`src/rtl/keys_in_pkg.sv`:
```
// rtl/keys_in_pkg.sv - shared types, constants and helpers for the keys_in block
package keys_in_pkg;

    // Widest key index any legal WIDTH (up to 16 keys) can need.
    localparam int KEY_MAX_W = 4;

    localparam logic EVT_RELEASE = 1'b0;
    localparam logic EVT_PRESS   = 1'b1;

    // One queued key event. The key index is sized for the widest legal
    // configuration; the top narrows it to its own index width on output.
    typedef struct packed {
        logic [KEY_MAX_W-1:0] key;
        logic                 press;
    } evt_t;

    // Width of a key index for a given number of keys, never less than 1.
    function automatic int key_idx_w(input int width);
        if (width <= 2) begin
            return 1;
        end
        return $clog2(width);
    endfunction

endpackage

```
`src/rtl/keys_in_chan.sv`:
```
// rtl/keys_in_chan.sv - one key channel: synchroniser, debounce, edge pulse (auto-repeat under KEYS_IN_AUTOREPEAT_EN)
module keys_in_chan
    import keys_in_pkg::*;
#(
    parameter int ACTIVE_LOW      = 1,
    parameter int DEBOUNCE_CYCLES = 50000
`ifdef KEYS_IN_AUTOREPEAT_EN
    ,
    parameter int REPEAT_CYCLES   = 25000000
`endif
) (
    input  logic clk,
    input  logic rstn,
    input  logic raw,
    output logic level,
    output logic edge_pulse,
    output logic edge_dir
);

    // Pin level that means "not pressed"; XOR with it normalises polarity.
    localparam logic IDLE_PIN = (ACTIVE_LOW != 0) ? 1'b1 : 1'b0;
    localparam int DW = $clog2(DEBOUNCE_CYCLES);
    localparam logic [DW-1:0] DB_LAST = DW'(DEBOUNCE_CYCLES - 1);

    logic          sync1;
    logic          sync2;
    logic          sample;
    logic [DW-1:0] db_cnt;
    logic          toggle;

    assign sample = sync2 ^ IDLE_PIN;
    assign toggle = (sample != level) && (db_cnt == DB_LAST);

    // Two-flop synchroniser; resets to the idle pin level so no false press.
    always_ff @(posedge clk or negedge rstn) begin
        if (!rstn) begin
            sync1 <= IDLE_PIN;
            sync2 <= IDLE_PIN;
        end else begin
            sync1 <= raw;
            sync2 <= sync1;
        end
    end

    // Debounce: a differing sample must persist DEBOUNCE_CYCLES edges to flip level.
    always_ff @(posedge clk or negedge rstn) begin
        if (!rstn) begin
            db_cnt <= '0;
            level  <= 1'b0;
        end else if (sample == level) begin
            db_cnt <= '0;
        end else if (toggle) begin
            db_cnt <= '0;
            level  <= ~level;
        end else begin
            db_cnt <= db_cnt + 1'b1;
        end
    end

`ifdef KEYS_IN_AUTOREPEAT_EN
    localparam int RW = (REPEAT_CYCLES > 2) ? $clog2(REPEAT_CYCLES) : 1;
    localparam logic [RW-1:0] REP_LAST = RW'(REPEAT_CYCLES - 1);

    logic [RW-1:0] rep_cnt;
    logic          rep_fire;

    // A real edge always wins over a repeat falling on the same cycle.
    assign rep_fire = level && !toggle && (rep_cnt == REP_LAST);

    // Repeat counter runs only while held and restarts on every edge or repeat.
    always_ff @(posedge clk or negedge rstn) begin
        if (!rstn) begin
            rep_cnt <= '0;
        end else if (toggle || !level || rep_fire) begin
            rep_cnt <= '0;
        end else begin
            rep_cnt <= rep_cnt + 1'b1;
        end
    end

    // Edge pulse coincides with the new level; repeats report as presses.
    always_ff @(posedge clk or negedge rstn) begin
        if (!rstn) begin
            edge_pulse <= 1'b0;
            edge_dir   <= EVT_RELEASE;
        end else begin
            edge_pulse <= toggle || rep_fire;
            edge_dir   <= toggle ? ~level : EVT_PRESS;
        end
    end
`else
    // Edge pulse coincides with the new level; dir is the level being entered.
    always_ff @(posedge clk or negedge rstn) begin
        if (!rstn) begin
            edge_pulse <= 1'b0;
            edge_dir   <= EVT_RELEASE;
        end else begin
            edge_pulse <= toggle;
            edge_dir   <= ~level;
        end
    end
`endif

endmodule

```
`src/rtl/keys_in.sv`:
```
// rtl/keys_in.sv - debounced key inputs with press/release event FIFO (optional auto-repeat: KEYS_IN_AUTOREPEAT_EN)
module keys_in
    import keys_in_pkg::*;
#(
    parameter int WIDTH           = 2,
    parameter int ACTIVE_LOW      = 1,
    parameter int DEBOUNCE_CYCLES = 50000,
    parameter int FIFO_DEPTH      = 4,
    parameter int REPEAT_CYCLES   = 25000000,
    localparam int KW             = key_idx_w(WIDTH)
) (
    input  logic             clk,
    input  logic             rstn,
    input  logic [WIDTH-1:0] keys_raw,
    output logic [WIDTH-1:0] keys_level,
    output logic             evt_valid,
    input  logic             evt_ready,
    output logic [KW-1:0]    evt_key,
    output logic             evt_press,
    output logic             overflow
);

    localparam int AW = $clog2(FIFO_DEPTH);

    logic [WIDTH-1:0] pulse;
    logic [WIDTH-1:0] pulse_dir;
    logic [WIDTH-1:0] pending;
    logic [WIDTH-1:0] pend_dir;
    logic [WIDTH-1:0] req;
    logic [WIDTH-1:0] req_dir;
    logic [WIDTH-1:0] grant;
    logic [KW-1:0]    sel;
    logic             any_req;
    logic             push;
    logic             pop;
    logic             full;
    logic             empty;
    evt_t             push_evt;
    evt_t             mem [FIFO_DEPTH];
    logic [AW-1:0]    wptr;
    logic [AW-1:0]    rptr;
    logic [AW:0]      count;

    for (genvar g = 0; g < WIDTH; g++) begin : g_chan
        keys_in_chan #(
            .ACTIVE_LOW      (ACTIVE_LOW),
            .DEBOUNCE_CYCLES (DEBOUNCE_CYCLES)
`ifdef KEYS_IN_AUTOREPEAT_EN
            ,
            .REPEAT_CYCLES   (REPEAT_CYCLES)
`endif
        ) u_chan (
            .clk        (clk),
            .rstn       (rstn),
            .raw        (keys_raw[g]),
            .level      (keys_level[g]),
            .edge_pulse (pulse[g]),
            .edge_dir   (pulse_dir[g])
        );
    end

    assign empty = (count == '0);
    assign full  = (count == (AW+1)'(FIFO_DEPTH));
    assign pop   = !empty && evt_ready;

    // A fresh edge on an idle channel bypasses the pending flop so an
    // event reaches the FIFO the cycle after the level changes.
    always_comb begin
        req     = pending | pulse;
        req_dir = (pending & pend_dir) | (~pending & pulse_dir);
        any_req = 1'b0;
        sel     = '0;
        for (int i = WIDTH - 1; i >= 0; i--) begin
            if (req[i]) begin
                any_req = 1'b1;
                sel     = KW'(i);
            end
        end
        push           = any_req && (!full || pop);
        grant          = push ? (WIDTH'(1) << sel) : '0;
        push_evt.key   = KEY_MAX_W'(sel);
        push_evt.press = req_dir[sel];
    end

    // Pending stage: holds one event per channel while the FIFO is busy.
    always_ff @(posedge clk or negedge rstn) begin
        if (!rstn) begin
            pending  <= '0;
            pend_dir <= '0;
            overflow <= 1'b0;
        end else begin
            for (int i = 0; i < WIDTH; i++) begin
                if (grant[i]) begin
                    pending[i]  <= pending[i] & pulse[i];
                    pend_dir[i] <= pulse_dir[i];
                end else if (pulse[i] && !pending[i]) begin
                    pending[i]  <= 1'b1;
                    pend_dir[i] <= pulse_dir[i];
                end
            end
            if (|(pulse & pending & ~grant)) begin
                overflow <= 1'b1;
            end
        end
    end

    // Event FIFO storage and pointers; a push into a full FIFO needs a pop.
    always_ff @(posedge clk or negedge rstn) begin
        if (!rstn) begin
            wptr  <= '0;
            rptr  <= '0;
            count <= '0;
            for (int i = 0; i < FIFO_DEPTH; i++) begin
                mem[i] <= '0;
            end
        end else begin
            if (push) begin
                mem[wptr] <= push_evt;
                wptr      <= wptr + 1'b1;
            end
            if (pop) begin
                rptr <= rptr + 1'b1;
            end
            count <= count + {{AW{1'b0}}, push} - {{AW{1'b0}}, pop};
        end
    end

    assign evt_valid = !empty;
    assign evt_key   = empty ? '0 : mem[rptr].key[KW-1:0];
    assign evt_press = !empty && mem[rptr].press;

endmodule

```
`config.mk`:
```
export PLATFORM = sky130hd
export DESIGN_NAME = keys_in
export DESIGN_NICKNAME = d
export VERILOG_FILES = /design/src/rtl/keys_in_pkg.sv /design/src/rtl/keys_in_chan.sv /design/src/rtl/keys_in.sv
export SDC_FILE = /design/constraint.sdc
export NUM_CORES = 1
export LEC_CHECK = 0
export CAP_MARGIN = 15
export CELL_PAD_IN_SITES_DETAIL_PLACEMENT = 2
export CELL_PAD_IN_SITES_GLOBAL_PLACEMENT = 2
export CORE_ASPECT_RATIO = 0.6
export CORE_MARGIN = 8
export CORE_UTILIZATION = 25
export DETAILED_ROUTE_END_ITERATION = 8
export GPL_ROUTABILITY_DRIVEN = 0
export PLACE_DENSITY = 0.6
export SYNTH_ARGS = -nofsm -noshare
export SYNTH_HDL_FRONTEND = slang
export SYNTH_HIERARCHICAL = 1
export SYNTH_SLANG_ARGS = --single-unit
```
`constraint.sdc`:
```
create_clock -name clk -period 3.3 [get_ports clk]
set_clock_uncertainty 0.2 [all_clocks]
set_input_delay 0.99 -clock clk [delete_from_list [all_inputs] [get_ports clk]]
set_output_delay 0.99 -clock clk [all_outputs]
set_load 0.05 [all_outputs]
```
Word level (Yosys, flattened, before mapping) --
Index checks and enable logic that the tools add are counted.
Word-level totals: memory bits (writable) 0, logic and storage cells 108, input bits 5, output and inout port bits 6, bits in registers 74, bits in read-only memories 0, memories 0, latch bits 0
Operators by class: reduce and logical (&&, ||, !) cells 19, multiplexer cells 25, multipliers 0, shifts and indexed selects 1, bitwise operators 18, add/subtract/negate cells 6, order comparisons 4, divide/modulo/power cells 0, equal/unequal tests 7
Operators by type and width (count):
- 2-to-1 mux 16 bit | 4
- adder 16 x 1 -> 16 bit, second input constant | 2
- equality test 16 bit, second input constant | 2
- bitwise mux 20 bit | 1
- 2-to-1 mux 1 bit | 14
- binary-select mux 5 bit (select 2 bit) | 1
- demux 5 bit (select 2 bit) | 1
- bitwise AND 2 bit | 4
- logical AND 1 bit | 8
- >= comparator 3 bit, second input constant | 2
- 2-to-1 mux 2 bit | 3
- inverter 1 bit | 6
- inverter 2 -> 3 bit | 2
- 2-to-1 mux 5 bit | 1
- adder 2 x 1 -> 2 bit, second input constant | 2
- zero test 1 bit | 4
- inverter 2 bit | 2
- bitwise OR 2 bit | 2
- AND reduction 2 bit | 2
- nonzero test 2 bit | 2
- adder 3 x 1 -> 3 bit | 1
- equality test 3 bit, second input constant | 1
- zero test 3 bit | 1
- less-than comparator 3 x 1 -> 1 bit, second input constant | 1
- other kinds (8) | 11

Longest topological paths before layout --
Gate-level depths: netlist (run 1).
depth in word-level cells 9, gate-level depth with buffers 9, gate-level depth less buffers 9

Modules after synthesis --
Netlist (run 1), hierarchy kept.
Modules (own cells, without submodules):
- keys_in_chan | times used 2, area an instance 949.7 um2, sequential area each 528.0 um2, cells each 88
- keys_in | times used 1, area an instance 1067.3 um2, sequential area each 500.5 um2, cells each 90

Worst setup path before layout (run 1) --
OpenSTA, ideal clock, no wires.
kind register -> register, start point reg count[1], end point reg count[2], path buffers 0, path slack 0.530 ns, clock period less this slack 2.770 ns, data arrival time 2.444 ns, cell stages (with the launch flop) 10, setup time 0.125 ns, required time 2.975 ns, cell sequence dfrtp_1 -> or3_1 -> and2_1 -> ha_1 -> inv_1 -> ha_1 -> inv_1 -> fa_1 -> xnor2_1 -> xnor2_1
Between the ends: longest elaborated chain between the ends 7, elaborated cells on any way between the ends 9, those cells by class add/sub (2); eq/ne (1); reduce/logical (6)
RTL lines:
- from (decl) | RTL line keys_in.sv:42 | logic [AW:0] count;
- from (signal assigned) | RTL line keys_in.sv:124 | count <= count + {{AW{1'b0}}, push} - {{AW{1'b0}}, pop};
- zero test 3 bit (*) | RTL line keys_in.sv:62 | assign empty = (count == '0);
- zero test 1 bit (*)
- net evt_valid | RTL line keys_in.sv:16 | output logic evt_valid,
- logical AND 1 bit (*) | RTL line keys_in.sv:64 | assign pop = !empty && evt_ready;
- net pop | RTL line keys_in.sv:35 | logic pop;
- logical OR 1 bit | RTL line keys_in.sv:79 | push = any_req && (!full || pop);
- logical AND 1 bit | RTL line keys_in.sv:79
- adder 3 x 1 -> 3 bit | RTL line keys_in.sv:124
- subtractor 3 x 1 -> 3 bit (*) | RTL line keys_in.sv:124
The timed path passes the listed nets; every way through them passes the cells marked *. A chain may end at the register's enable or synchronous reset.

Worst setup path in the final report (run 1) --
start point reg count[1], end point out evt_valid
Between the ends: longest elaborated chain between the ends 2
RTL lines:
- zero test 3 bit | RTL line keys_in.sv:62
- zero test 1 bit | RTL line keys_in.sv:128 | assign evt_valid = !empty;
- to (decl) | RTL line keys_in.sv:16
Every way passes these cells.

==> metrics.csv, run 1 <==
metric;value;unit
status;finished clean;
synth_seq_area_share;0.5247;
syn_avg_cell_area;11.15;sq um
fp.dieArea;15720;sq um
switchingPower;0.0005186;W
grt_max_degree;27;
seq_area;1556;sq um
htree_levels;3;
grt_usage;0.09882;
cp_data_required_time;2110;ps
path_clk_slew;60;ps
fmax;318.3;MHz
ys_async_sr_fraction;1.000;
synth_edf_count;0;
final_layout_size_suffix_gt1_frac;0.1448;
drtPass1Iterations;4;
end_kind;output pin;
synth.distinct_cells;43;
period_minus_slack;3141;ps
syn_area;2967;sq um
synth.most_common_cell;dfrtp_1;
wl_per_cell;15.04;um
multiInputGateArea;1296;sq um
tightest_slew;577.2;ps
cp_data_arrival_time;1950;ps
clock-sinks;62;
hp-class;register to register;
critPathLaunchType;register;
ys_top_cells_by_area;dfrtp_1, xnor2_1, nor2_1, dfstp_2, ha_1;
ys.flop_type;dfrtp_1;
critPathKind;register to output pin;
finalSetupViolCount;0;
yosysWarnings;6;
dpl.hpwl;4797;um
die_x;156.6;um
n_antenna_cell;0;
synth_top_area_share;0.4892;
antenna_left;0;
power.density;554.6;nW/um^2
grt_pass1_vias;2238;
worstSkewPairLatency;330;ps
synth.largest_area_cell;dfrtp_1;
swShare;0.2668;
period_share;0.9519;
clk_path_buf_depth;2;
dp_cells;434;
cts_tree;built;
grt_pass1_wl;12100;um
finalHoldViolCount;0;
core_area;11450;sq um
numCtsBuffers;9;
leakage;1.452;nW
vias;2000;
relSlewSlack;0.6152;
die_y;100.4;um
area_delta_synth_final;18.14;%
io_pins;11;
detail_route.drc_violations;0;
portBuffers;10;
fillers;1229;
peakVddDrop;0.0002556;V
clkPwrFrac;0.452;
antenna_found_initial;0;
vias_per_cell;4.444;
stdcell_count;450;
cts-root-buf;clkbuf_16;
postCtsSetupBuffers;0;
synth_seq_cells;62;
syn-num-nets;280;
rows;30;
drt_iter0_drc;81;
comb_power_share;0.106;
yosys-top-cells-count;dfrtp_1, nor2_1, xnor2_1;
fin_setup_tns;0;ps
initial_utilization;0.2591;
overflow;0;
wl;6767;um
rsz0062_at_grt;no;
internal_power;0.001425;W
crit_fanout;5;
syn_inst;266;
seqPwrFrac;0.442;
maxSlewViolCount;0;
maxCapViolations;0;
final_nets;299;
stage by stage:
step / utilization / hold WS, ps / total power (W) / cell area [sq um] / setup WS (ps)
6_report: 0.3061 / 157.0 / 0.001944 / 3505 / 158.8
5_1_grt: 0.3061 / 164.7 / 0.002044 / 3505 / 84.24
4_1_cts: 0.3061 / 159.8 / 0.001993 / 3505 / 127.4
3_5_place_dp: 0.2822 / 148.5 / 0.001087 / 3231 / 114.2
3_3_place_gp: 0.2822 / 150.4 / 0.001072 / 3231 / 187.6
2_1_floorplan: - / 145.2 / 0.001012 / 2967 / 530.2
power groups by stage:
stage          clock network (W)  registers [W]  logic, W
2_1_floorplan                  0       0.000858  0.000155
3_3_place_gp                   0       0.000869  0.000202
3_5_place_dp                   0       0.000873  0.000214
4_1_cts                 0.000918       0.000860  0.000214
5_1_grt                 0.000942       0.000870  0.000232
6_report                0.000878       0.000860  0.000205
cell families (layout without fill, tap and decap cells):
| kind of cell | count (synthesis) | in the layout | share of synthesized area |
|---|---|---|---|
| buffers and inverters | 20 | 44 | 0.03838 |
| DFF | 62 | 62 | 0.5247 |
| adders and majority gates | 11 | 11 | 0.04724 |
| and+or+nand+nor | 112 | 112 | 0.2033 |
| AOI/OAI and AO/OA | 16 | 16 | 0.03585 |
| xor gates and xnor gates | 35 | 35 | 0.1033 |
| muxes | 10 | 10 | 0.04724 |
cells in the final DEF, fill, tap and decap left out, drive strengths merged, types with 3 or more instances in the layout:
master and n:
mux2 6, inv 14, nand4 8, or4b 5, nand3 14, buf 5, clkinvlp 3, nor3 6
or2 3, clkbuf 10, nand2 11, dfstp 4, a31oi 9, clkdlybuf4s50 7, nor2 40, dfrtp 58
nand2b 3, ha 8, and2 4, xor2 11, xnor2 24, clkinv 3, nor4 8
per-layer routing:
metal  vias up  part of all wire  global-route usage  wire (um)
met1      1011              0.55              0.1385       3690
li1        959                 -                   -          -
met5         -                 0                   0          0
met2        18              0.40              0.1346       2704
met4         0             0.014             0.03306         95
met3        12             0.041             0.03732        277
worst max-delay path, cell delays in order, from the launching register on:
cell and delay, ps:
dfrtp_1 450, or3_1 450, clkdlybuf4s50_1 720
flip-flops by register name, indices dropped and copies added (netlist names):
signal	cells
g_chan.u_chan/edge_dir	2
pending	2
g_chan.u_chan/sync2	2
g_chan.u_chan/sync1	2
count	3
wptr	2
pend_dir	2
overflow	1
mem	8
g_chan.u_chan/edge_pulse	2
g_chan.u_chan/db_cnt	32
g_chan.u_chan/level	2
rptr	2
path summary, 6_finish.rpt:
| path | start | end | slack (ps) | cells after the start |
|---|---|---|---|---|
| min in group asynchronous | rstn | g_chan[1].u_chan/db_cnt[13] | 420 | 1 |
| worst max register to register | count[1] | count[2] | 680 | 9 |
| max in group asynchronous | rstn | g_chan[0].u_chan/sync2 | 1690 | 2 |
| worst max-delay path | count[1] | evt_valid | 160 | 2 |
| worst min-delay path | g_chan[1].u_chan/sync1 | g_chan[1].u_chan/sync2 | 160 | 0 |
| worst min register to register | g_chan[1].u_chan/sync1 | g_chan[1].u_chan/sync2 | 160 | 0 |
repair_timing:
item                                    in CTS  in global routing
endpoints found under the setup margin       2                  0
resized for setup                            2                  0
hold buffers                                 0                  0
area by class of cell:
class / instances / share of cell area
multi-input cells: 184 / 0.3699
inverters: 14 / 0.01499
well taps: 160 / 0.05712
clock inverters: 6 / 0.01071
clock buffers: 10 / 0.06819
repair buffers: 14 / 0.03499
flip-flops and latches: 62 / 0.4441
No activity file was read; power rests on OpenSTA's default activity.
==> inputs of run 2 (changes only) <==
--- a/config.mk
+++ b/config.mk
@@ -5,6 +5,7 @@
 export SDC_FILE = /design/constraint.sdc
 export NUM_CORES = 1
 export LEC_CHECK = 0
+export ABC_AREA = 1
 export CAP_MARGIN = 15
 export CELL_PAD_IN_SITES_DETAIL_PLACEMENT = 2
 export CELL_PAD_IN_SITES_GLOBAL_PLACEMENT = 2
@@ -13,7 +14,7 @@
 export CORE_UTILIZATION = 25
 export DETAILED_ROUTE_END_ITERATION = 8
 export GPL_ROUTABILITY_DRIVEN = 0
-export PLACE_DENSITY = 0.6
+export PLACE_DENSITY = 0.65
 export SYNTH_ARGS = -nofsm -noshare
 export SYNTH_HDL_FRONTEND = slang
 export SYNTH_HIERARCHICAL = 1
==> run 2 against run 1 <==
Worst hold slack got worse by 2.0 ps. First-iteration DRC count rose by 12%. Sequential share of layout area down 6.5 points. Highest routed layer unchanged. Fmax grew 6.0%. Sequential power decreased by 2%. Die area is 14% higher. Core utilization shrank 0.40 points.
==> metrics.csv, run 2 <==
metric;value;unit;change
status;finished clean;;
antenna_left;0;;unchanged
area_delta_synth_final;19.01;%;
fmax;337.4;MHz;+6.0%
syn_avg_cell_area;8.230;sq um;-26%
critPathKind;register to output pin;;
top_regs;g_chan.u_chan/db_cnt: 32 flops, mem: 8 flops, count: 3 flops;;
maxCapViolations;0;;unchanged
power.density;543.8;nW/um^2;-1.9%
syn_inst;419;;+58%
io_pins;11;;unchanged
crit_fanout;3;;-2
die_y;107.0;um;+6.6%
relSlewSlack;0.6601;;+0.04493
regMostFlops;g_chan.u_chan/db_cnt;;
tightest_slew;509.0;ps;-68.22 ps
yosysWarnings;6;;unchanged
grt_usage;0.1126;;+0.01381
detail_route.drc_violations;0;;unchanged
power;0.002232;W;+15%
maxSlewViolCount;0;;unchanged
final_cell_mix;nand2_1, dfrtp_1, nor2_1;;
period_minus_slack;2964;ps;-177.1 ps
vias;2721;;+36%
drt_iter0_drc;91;;+12%
syn-num-nets;433;;+55%
cp_data_required_time;2110;ps;about the same
syn_area;3448;sq um;+16%
synth_top_area_share;0.4209;;-0.06835
end_kind;output pin;;
slowest_delay;710;ps;about the same
dpl.hpwl;6881;um;+43%
postCtsSetupBuffers;0;;unchanged
cp_data_arrival_time;1770;ps;-180 ps
synth_seq_cells;62;;unchanged
antenna_found_initial;0;;unchanged
hp-class;register to register;;
ys_top_cells_by_area;dfrtp_1, nand2_1, nor2_1, inv_1, nand2_2;;
ys_async_sr_fraction;1.000;;unchanged
portBuffers;10;;unchanged
drtPass1Iterations;4;;unchanged
vias_per_cell;4.382;;-1.4%
final_layout_size_suffix_gt1_frac;0.2175;;+0.07266
core_area;13580;sq um;+19%
wl_per_cell;14.94;um;-0.65%
grt_max_degree;63;;+130%
numCtsBuffers;9;;unchanged
overflow;0;;unchanged
worstSkewPairLatency;330;ps;about the same
clock-sinks;62;;unchanged
die_x;167.6;um;+7.0%
cts-root-buf;clkbuf_16;;
clk_path_buf_depth;2;;unchanged
initial_utilization;0.2538;;-0.005280
cts_tree;built;;
finalHoldViolCount;0;;unchanged
period_share;0.8982;;-0.05366
ys.flop_type;dfrtp_1;;
final_nets;455;;+52%
grt_pass1_wl;15770;um;+30%
slowest_stage;clkdlybuf4s50_1;;
leakage;1.847;nW;+27%
peakVddDrop;0.0002346;V;-8.2%
synth_seq_area_share;0.4514;;-0.07329
n_antenna_cell;0;;unchanged
fp.dieArea;17930;sq um;+14%
layout_commonest_cell;nand2_1;;
htree_levels;3;;unchanged
path_cells;nor2_1 > nand2_1 > clkdlybuf4s50_1;;
rows;33;;+10%
largest_reg_flops;32;;unchanged
synth.distinct_cells;29;;-33%
synth.most_common_cell;nand2_1;;
critPathLaunchType;register;;
finalSetupViolCount;0;;unchanged
synth_edf_count;0;;unchanged
yosys-top-cells-count;nand2_1, dfrtp_1, nor2_1;;
synth.largest_area_cell;dfrtp_1;;
rsz0062_at_grt;no;;
wl;9278;um;+37%
path_clk_slew;50;ps;about the same
fin_setup_tns;0;ps;unchanged
grt_pass1_vias;3049;;+36%
[run 2: cell count changes in the layout (fill, tap and decap cells not counted), sizes merged, moves of 6 or more]
cell / before / now
nand2: 11 / 131
inv: 14 / 56
nor2: 40 / 75
xnor2: 24 / 8
nand3: 14 / 29
a31oi: 9 / 0
nor4: 8 / 0
o21ai: 2 / 10
a21oi: 1 / 7
mux2: 6 / 0
[run 2: worst max-delay path, delay by kind of cell, from the launching register on]
family                 cells  cell delay, ps
and+or+nand+nor            2             310
buffers and inverters      1             710
DFF                        1             420
[run 2: stage by stage]
step                utilization  instances  hold WS (ps)  worst slack [ps]  cell area (sq um)
floorplan                     -        419         145.2             380.8               3448
global placement         0.2784        605         146.1             319.3               3782
detailed placement       0.2784        605         147.8             259.5               3782
CTS                      0.3017        621         156.4             29.41               4099
global route             0.3021        621         162.8             198.4               4104
finish                   0.3021        621         155.0             335.8               4104
[run 2: per-layer routing]
| layer | global-route usage | vias up | routed length (um) |
|---|---|---|---|
| met1 | 0.1536 | 1340 | 5026 |
| met5 | 0 | - | 0 |
| met2 | 0.1670 | 24 | 3824 |
| met4 | 0.02917 | 0 | 95 |
| li1 | - | 1349 | - |
| met3 | 0.03962 | 8 | 332 |
[run 2: path summary, 6_finish.rpt]
path | from | to | slack [ps] | depth (start not counted)
worst max-delay path | count[1] | evt_valid | 340 | 3
worst min-delay path | g_chan[1].u_chan/sync1 | g_chan[1].u_chan/sync2 | 150 | 0
worst max register to register | count[1] | count[2] | 1010 | 10
worst min register to register | g_chan[1].u_chan/sync1 | g_chan[1].u_chan/sync2 | 150 | 0
max in group asynchronous | rstn | count[1] | 2120 | 2
min in group asynchronous | rstn | g_chan[1].u_chan/db_cnt[9] | 450 | 2
[run 2: report_power, final]
part / leakage (nW) / switching [W] / internal, W / total [W]
combinational: 0.870 / 0.000230 / 0.000124 / 0.000354
clock: 0.157 / 0.000352 / 0.000680 / 0.00103
sequential: 0.821 / 0.0000403 / 0.000806 / 0.000846
total: 1.85 / 0.000623 / 0.00161 / 0.00223
[run 2: repair_timing]
action                                  4_1_cts  5_1_grt
resized for setup                             0        2
endpoints found under the setup margin        0        2
hold buffers                                  0        0
[run 2: cells by family (layout without fill, tap and decap cells)]
| logic type | count (synthesis) | in the layout | share of synthesized area |
|---|---|---|---|
| xor+xnor | 16 | 16 | 0.04064 |
| simple gates | 251 | 251 | 0.3665 |
| flops | 62 | 62 | 0.4514 |
| compound gates | 25 | 25 | 0.04426 |
| buf+inv | 56 | 83 | 0.06241 |
| fa+ha+maj | 9 | 9 | 0.03483 |
[run 2: cell type report]
class                   instances  area, sq um
fillers                      1541         9480
multi-input cells             301         1677
flip-flops and latches         62         1556
clock buffers                  12        246.5
well taps                     175        219.0
inverters                      56        215.2
repair buffers                 11        120.1
clock inverters                 4        70.07
==> inputs of run 3 (changes only) <==
--- a/config.mk
+++ b/config.mk
@@ -6,14 +6,13 @@
 export NUM_CORES = 1
 export LEC_CHECK = 0
 export ABC_AREA = 1
-export CAP_MARGIN = 15
+export CAP_MARGIN = 25
 export CELL_PAD_IN_SITES_DETAIL_PLACEMENT = 2
 export CELL_PAD_IN_SITES_GLOBAL_PLACEMENT = 2
 export CORE_ASPECT_RATIO = 0.6
 export CORE_MARGIN = 8
 export CORE_UTILIZATION = 25
 export DETAILED_ROUTE_END_ITERATION = 8
-export GPL_ROUTABILITY_DRIVEN = 0
 export PLACE_DENSITY = 0.65
 export SYNTH_ARGS = -nofsm -noshare
 export SYNTH_HDL_FRONTEND = slang
==> results of run 3 <==
The final DEF is identical to that of run 2; final timing and power are the same.
